`src/rtl/bcd_pkg.sv`:
```
// rtl/bcd_pkg.sv - shared types and constants for the double-dabble display controller
package bcd_pkg;

  typedef enum logic [1:0] {
    IDLE,
    SHIFT,
    FINISH
  } state_t;

  typedef enum logic [1:0] {
    SEL_ONES,
    SEL_TENS,
    SEL_HUNDREDS
  } sel_t;

  localparam logic [3:0] BCD_BLANK   = 4'hF;
  localparam int         BCD_DIGITS  = 3;
  localparam logic [3:0] ADD3_THRESH = 4'd5;

endpackage

```
`src/rtl/bcd_add3_nibble.sv`:
```
// rtl/bcd_add3_nibble.sv - combinational add-3 correction for one BCD nibble
module bcd_add3_nibble
  import bcd_pkg::*;
(
  input  logic [3:0] nib_in,
  output logic [3:0] nib_out
);

  assign nib_out = (nib_in >= ADD3_THRESH) ? nib_in + 4'd3 : nib_in;

endmodule

```
`src/rtl/bcd_convert_ctrl.sv`:
```
// rtl/bcd_convert_ctrl.sv - iterative binary-to-BCD converter with 3-digit display scan
// Optional macro LEADING_ZERO_BLANK_EN blanks leading zero hundreds/tens digits on the display.
module bcd_convert_ctrl
  import bcd_pkg::*;
#(
  parameter int REFRESH_DIV = 100000,
  parameter int DW          = 8
) (
  input  logic          clk,
  input  logic          rst_n,
  input  logic [DW-1:0] bin_in,
  input  logic          start,
  output logic          busy,
  output logic          done,
  output logic [3:0]    hundreds,
  output logic [3:0]    tens,
  output logic [3:0]    ones,
  output logic [3:0]    an,
  output logic [3:0]    digit
);

  localparam int CW  = $clog2(DW + 1);
  localparam int SCW = (REFRESH_DIV > 2) ? $clog2(REFRESH_DIV) : 1;

  state_t          state;
  logic [DW-1:0]   bin_sr;
  logic [11:0]     scratch;
  logic [11:0]     corr;
  logic [11:0]     next_scratch;
  logic [CW-1:0]   cnt;
  logic [SCW-1:0]  scan_cnt;
  sel_t            sel;

  bcd_add3_nibble u_add3_ones     (.nib_in(scratch[3:0]),  .nib_out(corr[3:0]));
  bcd_add3_nibble u_add3_tens     (.nib_in(scratch[7:4]),  .nib_out(corr[7:4]));
  bcd_add3_nibble u_add3_hundreds (.nib_in(scratch[11:8]), .nib_out(corr[11:8]));

  // Correct first, then shift the MSB of the binary operand into the BCD scratch.
  assign next_scratch = {corr[10:0], bin_sr[DW-1]};

  always_ff @(posedge clk or negedge rst_n) begin
    if (!rst_n) begin
      state    <= IDLE;
      bin_sr   <= '0;
      scratch  <= '0;
      cnt      <= '0;
      busy     <= 1'b0;
      done     <= 1'b0;
      hundreds <= 4'd0;
      tens     <= 4'd0;
      ones     <= 4'd0;
    end else begin
      done <= 1'b0;
      case (state)
        IDLE: begin
          if (start) begin
            bin_sr  <= bin_in;
            scratch <= '0;
            cnt     <= CW'(DW);
            busy    <= 1'b1;
            state   <= SHIFT;
          end
        end
        SHIFT: begin
          scratch <= next_scratch;
          bin_sr  <= {bin_sr[DW-2:0], 1'b0};
          cnt     <= cnt - 1'b1;
          // The last shift lands the result directly in the output registers so
          // done and the new digits appear together in the FINISH cycle.
          if (cnt == CW'(1)) begin
            hundreds <= next_scratch[11:8];
            tens     <= next_scratch[7:4];
            ones     <= next_scratch[3:0];
            done     <= 1'b1;
            state    <= FINISH;
          end
        end
        FINISH: begin
          busy  <= 1'b0;
          state <= IDLE;
        end
        default: begin
          busy  <= 1'b0;
          state <= IDLE;
        end
      endcase
    end
  end

  always_ff @(posedge clk or negedge rst_n) begin
    if (!rst_n) begin
      scan_cnt <= '0;
      sel      <= SEL_ONES;
    end else if (scan_cnt == SCW'(REFRESH_DIV - 1)) begin
      scan_cnt <= '0;
      if (sel == sel_t'(2'(BCD_DIGITS - 1)))
        sel <= SEL_ONES;
      else
        sel <= sel_t'(sel + 2'd1);
    end else begin
      scan_cnt <= scan_cnt + 1'b1;
    end
  end

  always_comb begin
    an    = 4'b1110;
    digit = ones;
    case (sel)
      SEL_TENS: begin
        an    = 4'b1101;
        digit = tens;
      end
      SEL_HUNDREDS: begin
        an    = 4'b1011;
        digit = hundreds;
      end
      default: begin
        an    = 4'b1110;
        digit = ones;
      end
    endcase
`ifdef LEADING_ZERO_BLANK_EN
    if ((sel == SEL_HUNDREDS && hundreds == 4'd0) ||
        (sel == SEL_TENS && hundreds == 4'd0 && tens == 4'd0)) begin
      an    = 4'b1111;
      digit = BCD_BLANK;
    end
`else
    if (sel == SEL_HUNDREDS && hundreds == BCD_BLANK) begin
      an    = 4'b1111;
      digit = BCD_BLANK;
    end
`endif
  end

endmodule
```
`config.mk`:
```
export PLATFORM = sky130hd
export DESIGN_NAME = bcd_convert_ctrl
export DESIGN_NICKNAME = d
export VERILOG_FILES = /design/src/rtl/bcd_pkg.sv /design/src/rtl/bcd_add3_nibble.sv /design/src/rtl/bcd_convert_ctrl.sv
export SDC_FILE = /design/constraint.sdc
export NUM_CORES = 1
export LEC_CHECK = 0
export CORE_MARGIN = 2
export CORE_UTILIZATION = 25
export CTS_BUF_LIST = sky130_fd_sc_hd__clkbuf_16
export DETAILED_ROUTE_END_ITERATION = 10
export HOLD_SLACK_MARGIN = 0.1
export PLACE_DENSITY = 0.49
export SLEW_MARGIN = 20
export SYNTH_ARGS = -nofsm -noshare
export SYNTH_HDL_FRONTEND = slang
export SYNTH_HIERARCHICAL = 1
export SYNTH_SLANG_ARGS = --single-unit
```
`constraint.sdc`:
```
create_clock -name clk -period 1.8 [get_ports clk]
set_clock_uncertainty 0.2 [all_clocks]
set_input_delay 0.36 -clock clk [delete_from_list [all_inputs] [get_ports clk]]
set_output_delay 0.36 -clock clk [all_outputs]
set_load 0.02 [all_outputs]
```
# Word-level counts from Yosys, hierarchy flattened
# Cells that the tools add are included.
[word_totals] regBits=59 inputBits=11 out_inout_bits=22 elab_cells=58
[classes] addsub=6 order_cmp=3 n_eq_ne=8 muxes=22 bitwise=1 n_reduce_logical=7
[op_table] cell="$pmux W12 S2" count=1
[op_table] cell="$mux W4" count=5
[op_table] cell="$add A17 B1 Y17 const B" count=1
[op_table] cell="$eq A17 B17 Y1 const B" count=1
[op_table] cell="$mux W17" count=1
[op_table] cell="$pmux W4 S2" count=2
[op_table] cell="$pmux W8 S2" count=1
[op_table] cell="$ge A4 B3 Y1 const B" count=3
[op_table] cell="$mux W12" count=1
[op_table] cell="$add A4 B2 Y4 const B" count=2
[op_table] cell="$mux W8" count=1
[op_table] cell="$reduce_and A2 Y1" count=4
[op_table] cell="$mux W2" count=3
[op_table] cell="$pmux W3 S2" count=1
[op_table] cell="$eq A2 B1 Y1 const B" count=2
[op_table] cell="$eq A4 B1 Y1 const B" count=1
[op_table] cell="$eq A4 B4 Y1 const B" count=1
[op_table] cell="$ne A2 B2 Y1 const B" count=2
[op_table] cell="$pmux W2 S2" count=1
[op_table] cell="$sub A4 B1 Y4 const B" count=1
[op_table] cell="$add A3 B2 Y3 const B" count=1
[op_table] cell="$mux W1" count=3
[op_table] cell="$mux W3" count=1
[op_table] cell="$add A2 B1 Y2 const B" count=1
[op_table] cell="other kinds (6)" count=6

# Logic depth before layout (Yosys ltp)
# Gate-level depths: netlist (run 1).
[logic_depth] depth_word=3 mapped_depth=6 mapped_depth_nobuf=6

# Cells and area by module
# The synthesis (run 1) kept the hierarchy.
[by_module_without_submodules] mod="bcd_convert_ctrl" instances=1 cells_each=233 area_each_um2=2658.8 seq_area_each_um2=1476.4
[by_module_without_submodules] mod="bcd_add3_nibble" instances=3 cells_each=16 area_each_um2=101.3 seq_area_each_um2=0.0

# Least setup slack after synthesis (run 1)
# No wires, ideal clock.
[synth_timing] path_kind="register to output" start="register sel[0]" end="output digit[2]" arrival_time_ns=1.701 required_time_ns=1.240 path_slack_ns=-0.461 path_stages_with_launch=7 path_buffers=0 cell_sequence="dfrtp_1 inv_1 ha_1 nand2_1 o21bai_1 nor2_1 a31oi_1"
[synth_via] elab_chain_len=3 elab_cells_between_ends=5 classes_between="2 x eq/ne; 2 x mux; 1 x reduce/logical"
[synth_rtl] item="from (decl)" line_no="bcd_convert_ctrl.sv:32" text="sel_t sel;"
[synth_rtl] item="from (signal assigned)" line_no="bcd_convert_ctrl.sv:99" text="sel <= sel_t'(sel + 2'd1);"
[synth_rtl] item="$eq A2 B2 Y1 / $eq A2 B1 Y1 (equally long branches)" line_no="bcd_convert_ctrl.sv:108, bcd_convert_ctrl.sv:129"
[synth_rtl] item="$pmux W4 S2 / $logic_and A1 B1 Y1 (equally long branches)" line_no="bcd_convert_ctrl.sv:108, bcd_convert_ctrl.sv:129"
[synth_rtl] item="$mux W4 (*)" line_no="bcd_convert_ctrl.sv:129" text="if (sel == SEL_HUNDREDS && hundreds == BCD_BLANK) begin"
[synth_rtl] item="to (decl)" line_no="bcd_convert_ctrl.sv:19" text="output logic [3:0] digit"
# Mark *: on every way between the ends. The rest lies on a longest branch, timed or not.

# Worst setup path after layout (run 1)
[layout_timing] start="register sel[1]" end="output digit[2]"
# The elaborated chain is that of the path after synthesis.

==> results.json, run 1 <==
{
  "layout_common_cells": "58 x dfrtp_1, 48 x buf_4, 22 x nand2_1, 20 x nor2_1, 15 x o21ai_0",
  "cap_violations": 0,
  "utilization": 0.3708,
  "layout.nets": 386,
  "cp.arrival_ps": 1580,
  "violations": "negative setup slack",
  "r2r_cells": 5,
  "pre_cts_ws_ps": -492.3,
  "htree_levels": 3,
  "cts.reportedPaths.clkPinSlew_ps": 50,
  "final_common_cell": "dfrtp_1",
  "placed_area_sq_um": 3807,
  "rsz0062_at_grt": "yes",
  "p_int_mw": 4.200,
  "setup_viol": 9,
  "r2r_end": "sel[1]",
  "fin_ws_ps": -339.9,
  "antenna_found_initial": 0,
  "drive_gt1_frac": 0.3433,
  "portBuffers": 31,
  "synthCells": 277,
  "p_leak_nw": 1.960,
  "row_count": 39,
  "die_x_um": 112.5,
  "min_path_type": "in2async",
  "synth_nets": 301,
  "area.growth.synth_to_final_pct": 44.47,
  "cts_sinks": 59,
  "clock-root-buffer": "clkbuf_16",
  "routed_wirelength_um": 6774,
  "r2r_setup_slack_ps": -10,
  "firstDrtPassIters": 4,
  "globalplace.congestion": 0.7484,
  "r2r_start": "scan_cnt[0]",
  "ant_nets": 0,
  "grt_max_degree": 28,
  "yosysWarnings": 6,
  "pwr-share-clk": 0.283,
  "final_max_slew_viol_count": 0,
  "finalHoldWorstSlack_ps": 274.1,
  "first_global_vias": 2261,
  "hpwl_um": 4747,
  "ios": 33,
  "required_ps": 1240,
  "viasPerCell": 4.392,
  "grt_overflow": 0,
  "power.switching_mw": 2.236,
  "wl_per_cell_um": 13.28,
  "post-route-min-period_ps": 2140,
  "cts_tree": "done",
  "startpoint_type": "flop",
  "cts_buffers": 9,
  "die_y_um": 112.5,
  "worstSkewPairLatency_ps": 330,
  "cp-end-kind": "output port",
  "diodes": 0,
  "syn-cell-area_sq_um": 2943,
  "initialDrtViolationCount": 98,
  "seqPwrFrac": 0.325,
  "crit_type": "reg2out",
  "cellPowerDensity_nw_per_um2": 1514,
  "pwr-share-comb": 0.392,
  "irDropWorstVdd_mv": 0.8168,
  "status": "finished with violations",
  "initial_utilization": 0.2566,
  "period_share": 1.189,
  "drc": 0,
  "grt_first_pass_wirelength_um": 11470,
  "cts_buffer_depth": 2,
  "final_cell_area_sq_um": 4252,
  "crit_fanout": 5,
  "gr-usage-all-layers": 0.1157,
  "num_vias": 2240,
  "syn_avg_cell_area_sq_um": 10.62,
  "max_freq_mhz": 467.3,
  "finalHoldViolCount": 0,
  "total_power_mw": 6.436,
  "core_sq_um": 11470,
  "die-area_sq_um": 12660,
  "switching_share": 0.3474
}
## state kept, by name, indices dropped and copies added, names as in the netlist
signal,count
cnt,4
scratch,12
bin_sr,8
done,1
hundreds,4
sel,2
ones,4
state,2
tens,4
scan_cnt,17
busy,1
## metrics by stage
step | instances | setup TNS, ps
finish | 510 | -1943
global route | 510 | -2838
CTS | 503 | -1980
detailed placement | 484 | -2838
global placement | 484 | -2632
floorplan | 277 | -190.3
## worst max-delay path, cell delays in order (launching register included)
cell      delay (ps)
dfrtp_1          420
inv_2             80
ha_4             270
o21bai_4         130
nor2_2            60
a31oi_2          130
buf_4            160
## power by group through the flow
stage	registers [mW]	clock network (mW)	logic, mW
floorplan	2.20	0	1.39
global placement	2.11	0	2.51
detailed placement	2.10	0	2.54
CTS	2.09	1.89	2.43
global route	2.15	1.97	2.79
finish	2.09	1.82	2.52
## cell type report
| cell class | instances | area [sq um] |
|---|---|---|
| inverter | 16 | 62.56 |
| clock inverter | 7 | 92.59 |
| fill | 1130 | 7216 |
| sequential | 59 | 1478 |
| multi-input combinational | 194 | 1500 |
| tap | 143 | 178.9 |
| clock buffer | 9 | 225.2 |
| timing repair buffer | 82 | 714.4 |
## what timing repair did
item,4_1_cts,5_1_grt
buffers inserted,2,7
pin swaps,2,7
hold endpoints to repair,59,0
gates resized for setup,57,19
hold buffers,1,0
endpoints found under the setup margin,21,28
## how the worst max path moves through the flow
stage / from / end / cells after the start
final: sel[1] / digit[2] / 6
after global placement: sel[1] / digit[2] / 6
after detailed placement: sel[1] / digit[2] / 6
after global routing: sel[1] / digit[2] / 6
after CTS: sel[1] / digit[0] / 6
after floorplan: sel[0] / digit[2] / 6
## layer usage
metal	part of all wire	GRT usage	vias to the layer above
met5	0	0	-
met4	0.012	0.03659	0
met3	0.037	0.04374	6
met2	0.48	0.1799	20
met1	0.47	0.1497	1079
li1	-	-	1135
No activity file was read; power rests on OpenSTA's default activity.
==> run 2, diff against run 1 <==
--- a/config.mk
+++ b/config.mk
@@ -6,11 +6,11 @@
 export NUM_CORES = 1
 export LEC_CHECK = 0
 export CORE_MARGIN = 2
-export CORE_UTILIZATION = 25
+export CORE_UTILIZATION = 50
 export CTS_BUF_LIST = sky130_fd_sc_hd__clkbuf_16
 export DETAILED_ROUTE_END_ITERATION = 10
 export HOLD_SLACK_MARGIN = 0.1
-export PLACE_DENSITY = 0.49
+export PLACE_DENSITY = 0.81
 export SLEW_MARGIN = 20
 export SYNTH_ARGS = -nofsm -noshare
 export SYNTH_HDL_FRONTEND = slang
==> run 2 against run 1 <==
Compared with the run above:
- the run still ends with negative setup slack left
- core utilization grew 37 points
- combinational power increased by 13%
- worst hold slack gained 18 ps
- first-iteration DRC count grew 20%
- maximum frequency shrank 2.4%
- clock-buffer cell count stayed put
- critical path type unchanged
- critical endpoint is now digit[0]
- highest routed layer unchanged
==> results.json, run 2 (same netlist as run 1, synthesis figures left out) <==
{
  "status": "finished with violations",
  "violations": "negative setup slack",
  "grt_first_pass_wirelength_um": 11270,
  "required_ps": 1240,
  "globalplace.congestion": 0.7818,
  "total_power_mw": 6.616,
  "area.growth.synth_to_final_pct": 41.54,
  "viasPerCell": 5.558,
  "crit_type": "reg2out",
  "critPathSlowestCell": "dfrtp_2",
  "pwr-share-comb": 0.429,
  "rsz0062_at_grt": "yes",
  "whs_endpoint": "scan_cnt[11]",
  "fin_cells": 439,
  "max_freq_mhz": 456.1,
  "die_y_um": 80.72,
  "firstDrtPassIters": 4,
  "cts_buffers": 9,
  "htree_levels": 3,
  "clock-root-buffer": "clkbuf_16",
  "top_register": "scan_cnt",
  "layout_common_cells": "57 x dfrtp_1, 50 x buf_4, 22 x nand2_1, 17 x nor2_1, 15 x o21ai_0",
  "worstSkewPairLatency_ps": 330,
  "setup_viol": 7,
  "ios": 33,
  "antenna_found_initial": 0,
  "post-route-min-period_ps": 2193,
  "gr-usage-all-layers": 0.2327,
  "ant_nets": 0,
  "num_vias": 2440,
  "p_int_mw": 4.176,
  "worstPathCellList": "inv_4 -> ha_4 -> o21bai_4 -> nor2_2 -> a21oi_2 -> buf_4",
  "r2r_start": "scan_cnt[8]",
  "irDropWorstVdd_mv": 1.159,
  "r2r_end": "sel[1]",
  "r2r_cells": 4,
  "cp.depth": 6,
  "hpwl_um": 4495,
  "min_path_type": "reg2reg",
  "grt_overflow": 0,
  "core_sq_um": 5608,
  "dp.cells": 408,
  "period_share": 1.218,
  "utilization": 0.7427,
  "cp_num_buf_inv": 2,
  "cellPowerDensity_nw_per_um2": 1588,
  "crit_family": "flip-flops",
  "reg_top3": "scan_cnt x17, scratch x12, bin_sr x8",
  "final_common_cell": "dfrtp_1",
  "die-area_sq_um": 6515,
  "crit_fanout": 5,
  "holdPathStages": 1,
  "max_stage_delay_ps": 450,
  "pre_cts_ws_ps": -509.7,
  "cts_tree": "done",
  "power.switching_mw": 2.440,
  "fin_ws_ps": -392.7,
  "first_global_vias": 2463,
  "routed_wirelength_um": 7570,
  "drive_gt1_frac": 0.3651,
  "cap_violations": 0,
  "p_leak_nw": 1.967,
  "pwr-share-clk": 0.247,
  "grt_max_degree": 32,
  "finalHoldViolCount": 0,
  "initialDrtViolationCount": 118,
  "portBuffers": 31,
  "switching_share": 0.3688,
  "r2r_setup_slack_ps": 0,
  "cp-end-kind": "output port",
  "startpoint_type": "flop",
  "hold_start": "scan_cnt[11]",
  "die_x_um": 80.72,
  "drc": 0,
  "diodes": 0,
  "cts.reportedPaths.clkPinSlew_ps": 50,
  "cp.arrival_ps": 1630,
  "cts_sinks": 59,
  "seqPwrFrac": 0.324,
  "row_count": 27,
  "layout.nets": 387,
  "initial_utilization": 0.5248,
  "cts_buffer_depth": 2,
  "largest_reg_flops": 17,
  "wl_per_cell_um": 17.24,
  "final_max_slew_viol_count": 0
}
## run 2: power by group through the flow
stage | clock (mW) | combinational [mW] | sequential, mW
5_1_grt | 1.71 | 3.06 | 2.19
2_1_floorplan | 0 | 1.39 | 2.20
3_5_place_dp | 0 | 2.53 | 2.09
4_1_cts | 1.66 | 2.53 | 2.10
3_3_place_gp | 0 | 2.43 | 2.08
6_report | 1.63 | 2.84 | 2.15
## run 2: how the worst max path moves through the flow
stage | from | slack [ps] | to
floorplan | sel[0] | -70 | digit[2]
global placement | sel[1] | -440 | digit[2]
detailed placement | sel[1] | -510 | digit[2]
CTS | sel[1] | -340 | digit[1]
global route | sel[1] | -430 | digit[0]
finish | sel[1] | -390 | digit[0]
## run 2: layout make-up
| cell class | count | area (sq um) |
|---|---|---|
| inverters | 16 | 62.56 |
| clock inverters | 6 | 58.81 |
| fillers | 370 | 1443 |
| flip-flops and latches | 59 | 1479 |
| repair buffers | 83 | 711.9 |
| multi-input cells | 194 | 1538 |
| clock buffers | 9 | 225.2 |
| well taps | 72 | 90.09 |
## run 2: routing by layer
layer / up-vias / share of wire / track usage
met5: - / 0 / 0
met4: 0 / 0.024 / 0.09831
met3: 17 / 0.037 / 0.06180
met2: 61 / 0.54 / 0.4150
met1: 1226 / 0.39 / 0.2622
li1: 1136 / - / -
## run 2: through the flow
| step | hold WS [ps] | instance area [sq um] | TNS (ps) |
|---|---|---|---|
| after floorplan | -135.6 | 3017 | -190.3 |
| after global placement | 143.1 | 3669 | -2388 |
| after detailed placement | 147.0 | 3669 | -2868 |
| after CTS | 294.6 | 4008 | -1737 |
| after global routing | 321.9 | 4165 | -2586 |
| final | 292.6 | 4165 | -1966 |
## run 2: repair_timing
action                                  in CTS  in global routing
gates resized for setup                     62                 19
setup buffers                                5                 10
hold endpoints to repair                    19                  0
pin swaps                                    7                 10
endpoints found under the setup margin      27                 32
hold buffers                                 1                  0
cloned                                       0                  1
## run 2: worst reg2reg max path, stage by stage, from the launching register on
cell and delay (ps):
dfrtp_1 410, and4bb_2 290, nand4_1 120, nor3_4 320
mux2_4 340
==> run 3, diff against run 2 <==
--- a/config.mk
+++ b/config.mk
@@ -5,7 +5,7 @@
 export SDC_FILE = /design/constraint.sdc
 export NUM_CORES = 1
 export LEC_CHECK = 0
-export CORE_MARGIN = 2
+export CORE_MARGIN = 3
 export CORE_UTILIZATION = 50
 export CTS_BUF_LIST = sky130_fd_sc_hd__clkbuf_16
 export DETAILED_ROUTE_END_ITERATION = 10
==> run 3 against run 2 <==
Compared with the run above:
- the run still ends with negative setup slack left
- non-clock buffer count decreased by 6
- die area increased by 5.0%
- final cell count decreased by 1.8%
- clock-buffer cell count unchanged
- critical endpoint unchanged
- highest routed layer unchanged
==> results.json, run 3 (same netlist as run 1, synthesis figures left out) <==
{
  "p_leak_nw": 1.928,
  "drive_gt1_frac": 0.3398,
  "diodes": 0,
  "hpwl_um": 4436,
  "required_ps": 1240,
  "wl_per_cell_um": 15.48,
  "period_share": 1.197,
  "cts_sinks": 59,
  "layout.nets": 381,
  "violations": "negative setup slack",
  "core_sq_um": 5608,
  "initialDrtViolationCount": 66,
  "irDropWorstVdd_mv": 1.036,
  "critPathSlowestCell": "dfrtp_1",
  "cp.arrival_ps": 1590,
  "finalHoldWorstSlack_ps": 258.5,
  "cts.reportedPaths.clkPinSlew_ps": 50,
  "top_register": "scan_cnt",
  "grt_max_degree": 49,
  "rsz0062_at_grt": "yes",
  "antenna_found_initial": 0,
  "portBuffers": 31,
  "die_x_um": 82.72,
  "row_count": 27,
  "cts_buffers": 9,
  "crit_type": "reg2out",
  "grt_first_pass_wirelength_um": 10880,
  "setup_viol": 7,
  "viasPerCell": 5.309,
  "final_common_cell": "dfrtp_1",
  "fin_cells": 431,
  "cap_violations": 0,
  "startpoint_type": "flop",
  "final_max_slew_viol_count": 0,
  "die_y_um": 82.72,
  "drc": 0,
  "layout_common_cells": "57 x dfrtp_1, 43 x buf_4, 22 x nand2_1, 18 x nor2_1, 15 x o21ai_0",
  "crit_fanout": 5,
  "grt_overflow": 0,
  "firstDrtPassIters": 4,
  "placed_area_sq_um": 3656,
  "utilization": 0.7251,
  "num_vias": 2288,
  "cp-end-kind": "output port",
  "initial_utilization": 0.5248,
  "finalHoldViolCount": 0,
  "htree_levels": 3,
  "dp.cells": 408,
  "reg_top3": "scan_cnt x17, scratch x12, bin_sr x8",
  "ant_nets": 0,
  "area.growth.synth_to_final_pct": 38.18,
  "die-area_sq_um": 6842,
  "cts_buffer_depth": 2,
  "cts_tree": "done",
  "worstSkewPairLatency_ps": 320,
  "largest_reg_flops": 17,
  "fin_ws_ps": -354.6,
  "min_path_type": "in2async",
  "ios": 33,
  "globalplace.congestion": 0.7952,
  "max_freq_mhz": 464.1,
  "clock-root-buffer": "clkbuf_16",
  "max_stage_delay_ps": 430,
  "post-route-min-period_ps": 2155,
  "first_global_vias": 2362,
  "status": "finished with violations",
  "routed_wirelength_um": 6672,
  "final_cell_area_sq_um": 4066,
  "worstPathCellList": "inv_2 -> ha_4 -> o21bai_4 -> nor2_1 -> a21oi_2 -> buf_4",
  "gr-usage-all-layers": 0.2161,
  "cellPowerDensity_nw_per_um2": 1514
}
[run 3: cell types whose count changed in the layout (fill, tap and decap cells not counted), moves of 3 or more]
| cell | delta |
|---|---|
| inv_1 | +3 |
| a22oi_2 | +3 |
| buf_6 | +3 |
| ha_2 | -3 |
| ha_1 | +3 |
| buf_4 | -7 |
| a22oi_1 | -3 |
[run 3: area by class of cell]
cell class	count	area [sq um]
Tap cell	72	90.09
Multi-Input combinational cell	194	1549
Inverter	16	60.06
Timing Repair Buffer	77	648.1
Fill cell	397	1541
Clock inverter	4	15.01
Sequential cell	59	1479
Clock buffer	9	225.2
[run 3: what timing repair did]
action | in CTS | in global routing
pin swaps | 3 | 11
setup endpoints to repair | 36 | 27
resized for setup | 54 | 28
hold buffers | 1 | 0
buffers inserted | 4 | 5
hold endpoints to repair | 59 | 0
[run 3: metrics by stage]
step                      setup TNS (ps)  worst slack [ps]  total power [mW]
after global routing               -2293            -408.3             6.552
after global placement             -3136            -441.5             4.518
after floorplan                   -190.3            -70.85             3.591
after CTS                          -1818            -343.6             5.979
final                              -1815            -354.6             6.155
after detailed placement           -4417            -494.6             4.602
[run 3: critical path, delay by kind of cell (launching register included)]
kind                     cells  cell delay, ps
AND/OR/NAND/NOR              1             140
flip-flops                   1             430
adder cells (fa/ha/maj)      1             210
AO/OA/AOI/OAI                2             230
buffers and inverters        2             270
[run 3: worst paths after layout]
| kind | from | to | slack [ps] | depth (start not counted) |
|---|---|---|---|---|
| min in group clk | scan_cnt[11] | scan_cnt[11] | 290 | 1 |
| worst min-delay path | rst_n | scan_cnt[12] | 260 | 2 |
| worst max register to register | scan_cnt[0] | sel[1] | 20 | 5 |
| max in group asynchronous | rst_n | scratch[0] | 580 | 3 |
| worst min register to register | scan_cnt[11] | scan_cnt[11] | 290 | 1 |
| worst max-delay path | sel[1] | digit[0] | -350 | 6 |
[run 3: report_power, final]
group | internal (mW) | switching [mW]
Sequential | 1.74 | 0.371
Clock | 0.882 | 0.514
Combinational | 1.28 | 1.37
Total | 3.90 | 2.25
[run 3: per-layer routing]
| layer | global-route usage | part of all wire | up-vias |
|---|---|---|---|
| met1 | 0.2463 | 0.43 | 1127 |
| li1 | - | - | 1124 |
| met2 | 0.3694 | 0.52 | 25 |
| met3 | 0.04555 | 0.021 | 12 |
| met4 | 0.1324 | 0.022 | 0 |
| met5 | 0 | 0 | - |
